$ cat src/rtl/lsu_pkg.sv
// Shared encodings for the load/store unit: access sizes, FSM states, and lane helpers.
// Misalignment checks are only used when LSU_MISALIGN_TRAP_EN is defined.
package lsu_pkg;

  typedef enum logic [1:0] {
    SZ_B = 2'd0,
    SZ_H = 2'd1,
    SZ_W = 2'd2,
    SZ_X = 2'd3
  } size_e;

  typedef enum logic [2:0] {
    ST_IDLE,
    ST_LOAD,
    ST_STORE,
    ST_RMW_RD,
    ST_RMW_WR,
    ST_RESP
  } state_e;

  // Byte lanes touched by an access; word (and illegal, when not trapped) covers all four.
  function automatic logic [3:0] lane_mask(input size_e size, input logic [1:0] off);
    case (size)
      SZ_B:    lane_mask = 4'b0001 << off;
      SZ_H:    lane_mask = off[1] ? 4'b1100 : 4'b0011;
      default: lane_mask = 4'b1111;
    endcase
  endfunction

  function automatic logic misaligned(input size_e size, input logic [1:0] off);
    case (size)
      SZ_X:    misaligned = 1'b1;
      SZ_H:    misaligned = off[0];
      SZ_W:    misaligned = (off != 2'b00);
      default: misaligned = 1'b0;
    endcase
  endfunction

endpackage

$ cat src/rtl/lsu_align.sv
// Combinational lane handling: extract/extend a load lane, merge store data into a read word.
// Offending low address bits are ignored here; fault policy lives in lsu_ctrl.
module lsu_align
  import lsu_pkg::*;
(
  input  logic [1:0]  size_i,
  input  logic        sign_i,
  input  logic [1:0]  off_i,
  input  logic [31:0] rd_word_i,
  input  logic [31:0] old_word_i,
  input  logic [31:0] wdata_i,
  output logic [31:0] ld_data_o,
  output logic [31:0] st_word_o
);

  logic [7:0]  ld_byte;
  logic [15:0] ld_half;
  logic [3:0]  mask;
  logic [31:0] wrep;

  assign ld_byte = rd_word_i[{off_i, 3'b000} +: 8];
  assign ld_half = rd_word_i[{off_i[1], 4'b0000} +: 16];

  always_comb begin
    // NOTE: default assigned first so no path leaves the output unassigned (no latch).
    ld_data_o = rd_word_i;
    case (size_e'(size_i))
      SZ_B:    ld_data_o = {{24{sign_i & ld_byte[7]}}, ld_byte};
      SZ_H:    ld_data_o = {{16{sign_i & ld_half[15]}}, ld_half};
      default: ;
    endcase
  end

  // Replicate the right-aligned store value so every candidate lane carries it.
  always_comb begin
    wrep = wdata_i;
    case (size_e'(size_i))
      SZ_B:    wrep = {4{wdata_i[7:0]}};
      SZ_H:    wrep = {2{wdata_i[15:0]}};
      default: ;
    endcase
  end

  assign mask = lane_mask(size_e'(size_i), off_i);

  for (genvar i = 0; i < 4; i++) begin : g_lane
    assign st_word_o[8*i +: 8] = mask[i] ? wrep[8*i +: 8] : old_word_i[8*i +: 8];
  end

endmodule

$ cat src/rtl/lsu_ctrl.sv
// Load/store unit FSM: one request in flight, word memory port, RMW for sub-word stores.
// Define LSU_MISALIGN_TRAP_EN to report misaligned/illegal accesses via rsp_err.
module lsu_ctrl
  import lsu_pkg::*;
#(
  parameter int ADDR_W = 32
) (
  input  logic              CLK,
  input  logic              RST,
  input  logic              req_valid,
  output logic              req_ready,
  input  logic              req_we,
  input  logic [1:0]        req_size,
  input  logic              req_sign,
  input  logic [ADDR_W-1:0] req_addr,
  input  logic [31:0]       req_wdata,
  output logic              rsp_valid,
  output logic [31:0]       rsp_rdata,
  output logic              rsp_err,
  output logic [ADDR_W-1:0] mem_A,
  output logic [31:0]       mem_WD,
  output logic              mem_WE,
  input  logic [31:0]       mem_RD
);

  state_e            state_q;
  logic              ready_q;
  logic              rsp_valid_q;
  logic [31:0]       rdata_q;
  logic              err_q;
  logic [1:0]        size_q;
  logic              sign_q;
  logic [ADDR_W-1:2] addr_q;
  logic [1:0]        off_q;
  logic [31:0]       wdata_q;
  logic [31:0]       rd_word_q;

  logic              fault;
  logic [31:0]       ld_data;
  logic [31:0]       st_word;

`ifdef LSU_MISALIGN_TRAP_EN
  assign fault = misaligned(size_e'(req_size), req_addr[1:0]);
`else
  assign fault = 1'b0;
`endif

  lsu_align u_align (
    .size_i     (size_q),
    .sign_i     (sign_q),
    .off_i      (off_q),
    .rd_word_i  (mem_RD),
    .old_word_i (rd_word_q),
    .wdata_i    (wdata_q),
    .ld_data_o  (ld_data),
    .st_word_o  (st_word)
  );

  always_ff @(posedge CLK) begin
    if (RST) begin
      state_q     <= ST_IDLE;
      ready_q     <= 1'b1;
      rsp_valid_q <= 1'b0;
      rdata_q     <= '0;
      err_q       <= 1'b0;
      size_q      <= SZ_B;
      sign_q      <= 1'b0;
      addr_q      <= '0;
      off_q       <= '0;
      wdata_q     <= '0;
      rd_word_q   <= '0;
    end else begin
      // NOTE: non-blocking throughout so every register samples pre-edge values.
      rsp_valid_q <= 1'b0;
      case (state_q)
        ST_IDLE: begin
          if (req_valid) begin
            size_q  <= req_size;
            sign_q  <= req_sign;
            addr_q  <= req_addr[ADDR_W-1:2];
            off_q   <= req_addr[1:0];
            wdata_q <= req_wdata;
            rdata_q <= '0;
            err_q   <= fault;
            ready_q <= 1'b0;
            if (fault) begin
              state_q     <= ST_RESP;
              rsp_valid_q <= 1'b1;
            end else if (!req_we) begin
              state_q <= ST_LOAD;
            end else if (req_size[1]) begin
              // Size 3 only gets here when untrapped, and is then a word store.
              state_q <= ST_STORE;
            end else begin
              state_q <= ST_RMW_RD;
            end
          end
        end
        ST_LOAD: begin
          rdata_q     <= ld_data;
          state_q     <= ST_RESP;
          rsp_valid_q <= 1'b1;
        end
        ST_STORE: begin
          state_q     <= ST_RESP;
          rsp_valid_q <= 1'b1;
        end
        ST_RMW_RD: begin
          rd_word_q <= mem_RD;
          state_q   <= ST_RMW_WR;
        end
        ST_RMW_WR: begin
          state_q     <= ST_RESP;
          rsp_valid_q <= 1'b1;
        end
        ST_RESP: begin
          state_q <= ST_IDLE;
          ready_q <= 1'b1;
        end
        default: begin
          state_q <= ST_IDLE;
          ready_q <= 1'b1;
        end
      endcase
    end
  end

  assign mem_A = (state_q == ST_IDLE) ? '0 : {addr_q, 2'b00};

  // Gated by RST directly so an RMW aborted in its write cycle never reaches memory.
  assign mem_WE = ((state_q == ST_STORE) || (state_q == ST_RMW_WR)) && !RST;

  always_comb begin
    mem_WD = '0;
    case (state_q)
      ST_STORE:  mem_WD = wdata_q;
      ST_RMW_WR: mem_WD = st_word;
      default:   ;
    endcase
  end

  assign req_ready = ready_q;
  assign rsp_valid = rsp_valid_q;
  assign rsp_rdata = rdata_q;
`ifdef LSU_MISALIGN_TRAP_EN
  assign rsp_err = err_q;
`else
  assign rsp_err = 1'b0;
`endif

endmodule

$ cat config.mk
export PLATFORM = sky130hd
export DESIGN_NAME = lsu_ctrl
export DESIGN_NICKNAME = d
export VERILOG_FILES = /design/src/rtl/lsu_pkg.sv /design/src/rtl/lsu_align.sv /design/src/rtl/lsu_ctrl.sv
export SDC_FILE = /design/constraint.sdc
export NUM_CORES = 1
export LEC_CHECK = 0
export CAP_MARGIN = 15
export CORE_MARGIN = 1
export CORE_UTILIZATION = 47
export CTS_CLUSTER_SIZE = 30
export DETAILED_ROUTE_END_ITERATION = 8
export PLACE_DENSITY = 0.84
export SYNTH_ARGS = -nofsm -noshare
export SYNTH_HDL_FRONTEND = slang
export SYNTH_SLANG_ARGS = --single-unit
export TNS_END_PERCENT = 1
$ cat constraint.sdc
create_clock -name CLK -period 2 [get_ports CLK]
set_clock_uncertainty 0.1 [all_clocks]
set_input_delay 0.3 -clock CLK [delete_from_list [all_inputs] [get_ports CLK]]
set_output_delay 0.3 -clock CLK [all_outputs]
set_load 0.02 [all_outputs]
---- Word-level counts from Yosys, hierarchy flattened ----
Cells that the tools add are included.
storage, ports and cells
  register bits after elaboration ......... 136
  bits of input ports ..................... 103
  output and inout bits ................... 100
  logic and storage cells ................. 52
cells by class
  equal/unequal tests ..................... 6
  shifts and indexed selects .............. 3
  multiplexer cells ....................... 19
  bitwise logic cells ..................... 3
  reduce and logical (&&, ||, !) cells .... 11
operators with widths
  kind                                              count
  case mux 32 bit (2 select lines)                  4
  two-way mux 32 bit                                2
  two-way mux 8 bit                                 4
  indexed part select 32 x 6 -> 16 bit              1
  indexed part select 32 x 6 -> 8 bit               1
  case mux 3 bit (3 select lines)                   1
  case mux 4 bit (2 select lines)                   1
  == test 3 x 2 -> 1 bit (second input constant)    2
  AND reduction 2 bit                               3
  two-way mux 4 bit                                 1
  OR reduction 4 bit                                1
  left shift 1 x 2 -> 4 bit (first input constant)  1
  == test 3 x 1 -> 1 bit (second input constant)    1
  == test 3 bit (second input constant)             1
  zero test 3 bit                                   1
  two-way mux 1 bit                                 3
  two-way mux 3 bit                                 1
  OR reduction 3 bit                                1
  AND 1 bit                                         2
  == test 2 x 1 -> 1 bit (second input constant)    1
  zero test 2 bit                                   1
  two-way mux 2 bit                                 1
  inequality test 2 bit (second input constant)     1
  case mux 1 bit (2 select lines)                   1
  other kinds (5)                                   5

---- Longest topological paths before layout ----
  depth after elaboration ................. 4
  gate-level depth with buffers ........... 8
  gate-level depth less buffers ........... 4

---- By module ----
From an unflattened synthesis, not the netlist that was laid out.
unflattened totals
  cell total of the unflattened synthesis .. 804
  area total of the unflattened synthesis .. 6755.2 µm²
modules (own cells, without submodules)
  module     instances  cells each  area an instance (µm²)  sequential area each (µm²)
  lsu_ctrl   1          607         5191.2                  2722.6
  lsu_align  1          197         1564.0                  0.0

---- Worst setup path before layout ----
Ideal clock, no wire load.
  path kind ............................... reg-to-output
  start point ............................. register size_q[1]
  end point ............................... output mem_WD[30]
  arrival time ............................ 1765 ps
  data required time ...................... 1600 ps
  slack ................................... -165 ps
  cell stages (with the launch flop) ...... 6
  path buffers ............................ 3
  path through ............................ dfxtp_1 > buf_2 > clkbuf_1 > clkbuf_1 > a21oi_1 > o21ai_0
between the ends
  cells in the longest elaborated chain, start to end .. 4
  elaborated cells on any way between the ends .. 6
  those cells by class .................... eq/ne: 1; mux: 4; reduce/logical: 1
RTL lines
  item                                                                                        line                            RTL
  start, declared                                                                             lsu_ctrl.sv:31                  logic [1:0] size_q;
  start signal, assigned                                                                      lsu_ctrl.sv:78                  size_q <= req_size;
  == test 2 x 1 -> 1 bit / zero test 2 bit (equally long branches)                            lsu_pkg.sv:23, lsu_align.sv:37
  case mux 32 bit (2 select lines) / case mux 4 bit (2 select lines) (equally long branches)  lsu_align.sv:37, lsu_pkg.sv:23
  two-way mux 8 bit *                                                                         lsu_align.sv:47                 assign st_word_o[8*i +: 8] = mask[i] ? wrep[8*i +: 8] : old_word_i[8*i +: 8];
  case mux 32 bit (2 select lines) *                                                          lsu_ctrl.sv:135                 case (state_q)
  end, declared                                                                               lsu_ctrl.sv:21                  output logic [31:0] mem_WD,
Every way passes the cells marked *; elsewhere a longest branch is shown, timed or not.

---- Worst setup path in the final report ----
  start point ............................. register size_q[0]
  end point ............................... output mem_WD[8]
Same word-level chain as after synthesis.

==> flow_summary.ini <==
[outcome]
status = complete, but fails checks
violations = negative setup slack

[sta]
report.final.setup_viol = 33
final.setup.worst_slack_ps = -240
max_slew.worst_pin.slew_ps = 639
rsz0062_at_grt = yes
max_slew_margin_pct = 57.2
hold_viol_final = 0
final-max-slew-violation-count = 0
totalNegativeSetupSlack_ps = -5730
post-route-min-period_ps = 2240
fmax_ghz = 0.446
layout_worst_path_cycle_share_pct = 112

[worst_hold_path]
holdPathEnd = addr_q[30]
holdCritStartpoint = RST
worst_hold_path.num_cells = 2
worst_hold_check_path_type = input pin to flip-flop

[clock_tree]
cts_sinks = 136
number_of_buffers_created_by_cts = 17
cts.hold.buffers_added = 0
clock_path_buffers = 2
clk-insertion-delay-late_ps = 420
root_buffer = sky130_fd_sc_hd__clkbuf_16
clkTransAtPathRegs_ps = 60
cts_tree = done
h-tree-depth = 4

[critical_path]
r2r_end = rsp_rdata[20]
timing.critical_path.from = size_q[0]
worst-endpoint-arrival_ps = 1840
worstPathRequired_ps = 1600
worst-path-max-fanout = 8
crit_chain = buf_6 -> nor2_4 -> buf_8 -> mux2_2 -> mux2i_1 -> o21ai_1 -> buf_2
r2r_setup_slack_ps = 30
r2r.worst_path.cells = 7
critical-path-top-delay-family = multiplexers
critPathSlowestCell = sky130_fd_sc_hd__mux2_2
critical_path_startpoint_category = flip-flop
crit_path_max_incr_delay_ps = 340
worstReg2RegStart = size_q[0]
criticalPathCategory = flip-flop to output pin
cp_num_buf_inv = 3
setup.worst_path.end_class = output pin

[placed_design]
post_dp_cell_area_mm2 = 0.00885
port_buffers = 199
detailedPlacementHpwl_um = 14900
place_congestion = 0.909

[synthesis]
synth_area_per_cell_um2 = 7.98
post_synth_inst_count = 802
asyncSetResetFlopFracSynth_pct = 0
synth_seq_area_share_pct = 42.5
synth.distinct_cells = 44
synthesis.yosys.warnings = 0
synth_area_mm2 = 0.00640
yosys_most_used_dff = sky130_fd_sc_hd__dfxtp_1
synth-edff-count = 0
synth_top_area_share_pct = 42.5
synth_top_area_cell = sky130_fd_sc_hd__dfxtp_1
synth.ff_latch_count = 136
yosys-top-cells-area = sky130_fd_sc_hd__dfxtp_1 (43%), sky130_fd_sc_hd__nand2_1 (14%), sky130_fd_sc_hd__a21oi_1 (8.9%)

[die]
fp.dieArea_mm2 = 0.0141
core-area_mm2 = 0.0132
num_rows = 42
fp.dieH_um = 119
effective_utilization_at_floorplan_pct = 48.4
io_pins = 203
floorplan.die.width_um = 119

[power_and_ir_drop]
power.switching_fraction_pct = 27.9
p_int_w = 0.00582
seq_power_share_pct = 37.3
clock_power_share_pct = 41.2
part_of_the_power_in_combinational_logic_pct = 21.5
power.ir.vdd_worst_mv = 0.541
leak_pwr_nw = 3.70
power.switching_w = 0.00226
p_per_area_mw_per_mm2 = 856

[cells_and_area]
filler_cell_count_in_the_final_layout = 1026
nets_finish = 1125
drive_gt1_share_pct = 22.0
diode_insertion_count_for_antenna_repair = 0
layout.cells.most_common = sky130_fd_sc_hd__nand2_1
fin_util_pct = 71.2
finalInstanceArea_mm2 = 0.00942
most-common-layout-cells = sky130_fd_sc_hd__nand2_1 (235), sky130_fd_sc_hd__clkdlybuf4s50_1 (135), sky130_fd_sc_hd__dfxtp_1 (133), sky130_fd_sc_hd__a21oi_1 (111), sky130_fd_sc_hd__buf_4 (79)
layout-area-overhead-vs-synth_pct = 47.1

[detailed_routing]
wl_per_cell_um = 17.9
post_drt_via_cell_ratio = 5.66
drt_first_pass_iters = 8
wl_um = 21700
drt_drc_violations_left = 0
antenna_left = 0
drt_first_iter_violations = 954
num_vias = 6859

[global_routing]
grt_util_met3_pct = 7.48
grt-ovfl-total = 0
grt-busiest-layer = met2
use_met2_pct = 47.8
grt_util_met1_pct = 40.3
globalRouteTotalUtil_pct = 30.8
grt_pass1_vias = 6209
antenna_found_initial = 0
grt_start_max_net_pins = 56
grt_first_pass_wirelength_um = 33500

[flow_run]
max_cap_violations = 0
cell type report:
type,count,area (um^2),area share [%]
Sequential cell,136,2730,29.0
Timing Repair Buffer,267,2360,25.1
Clock buffer,20,447,4.74
Clock inverter,12,174,1.85
Tap cell,176,220,2.34
Multi-Input combinational cell,597,3480,36.9
Inverter,3,12.5,0.133
flip-flops by register name, indices dropped and copies added (netlist names):
signal / flops
off_q: 2
state_q: 3
rsp_rdata: 32
addr_q: 30
size_q: 2
rsp_valid: 1
rd_word_q: 32
wdata_q: 32
req_ready: 1
sign_q: 1
per-stage QoR:
stage                     total power [W]  hold WS, ps  worst slack, ps  std cells
after global routing              0.00834         22.2             -294       1211
after global placement            0.00470          325             -251       1173
final                             0.00807         22.1             -240       1211
after floorplan                   0.00394          332            -88.4        804
after CTS                         0.00803         17.2             -210       1210
after detailed placement          0.00472          342             -265       1173
how the worst max path moves through the flow:
stage               slack, ps         end  cells past startpoint
floorplan                 -90  mem_WD[17]                      6
CTS                      -210  mem_WD[15]                      7
detailed placement       -270  mem_WD[27]                      6
finish                   -240   mem_WD[8]                      7
global route             -290  mem_WD[15]                      7
global placement         -250  mem_WD[24]                      6
power groups by stage:
| stage | logic, W | registers, W | clock network [W] |
|---|---|---|---|
| after floorplan | 0.000880 | 0.00306 | 0 |
| after global placement | 0.00165 | 0.00305 | 0 |
| after detailed placement | 0.00167 | 0.00305 | 0 |
| after CTS | 0.00170 | 0.00300 | 0.00333 |
| after global routing | 0.00186 | 0.00302 | 0.00346 |
| final | 0.00174 | 0.00301 | 0.00332 |
cells by family after synthesis:
logic type	synth area share, %
and+or+nand+nor	21.9
AOI/OAI and AO/OA	22.2
DFF	42.5
buffers and inverters	5.12
muxes	8.13
other	0.0586
cells in the mapped netlist, drive strengths merged (3+ instances only):
master,number
mux2i,25
a21oi,116
a32oi,8
nor2,14
nor2b,32
or2,3
dfxtp,136
mux2,24
nand2b,19
clkbuf,47
nor3b,3
o21ai,40
buf,21
a221oi,7
a222oi,7
a22o,39
nand2,236
and2,3
metal layers:
metal / vias up / routed length [um] / part of all wire [%]
met1: 3166 / 8690 / 40
li1: 3191 / - / -
met5: - / 0 / 0
met4: 0 / 803 / 3.7
met2: 436 / 9970 / 46
met3: 66 / 2260 / 10
what timing repair did:
action | 4_1_cts | 5_1_grt
setup buffers | 4 | 1
endpoints found under the setup margin | 94 | 86
hold endpoints to repair | 0 | 0
pin swaps | 15 | 6
gates cloned | 1 | 0
gates resized for setup | 303 | 24
Power figures use the tool's default switching activity.
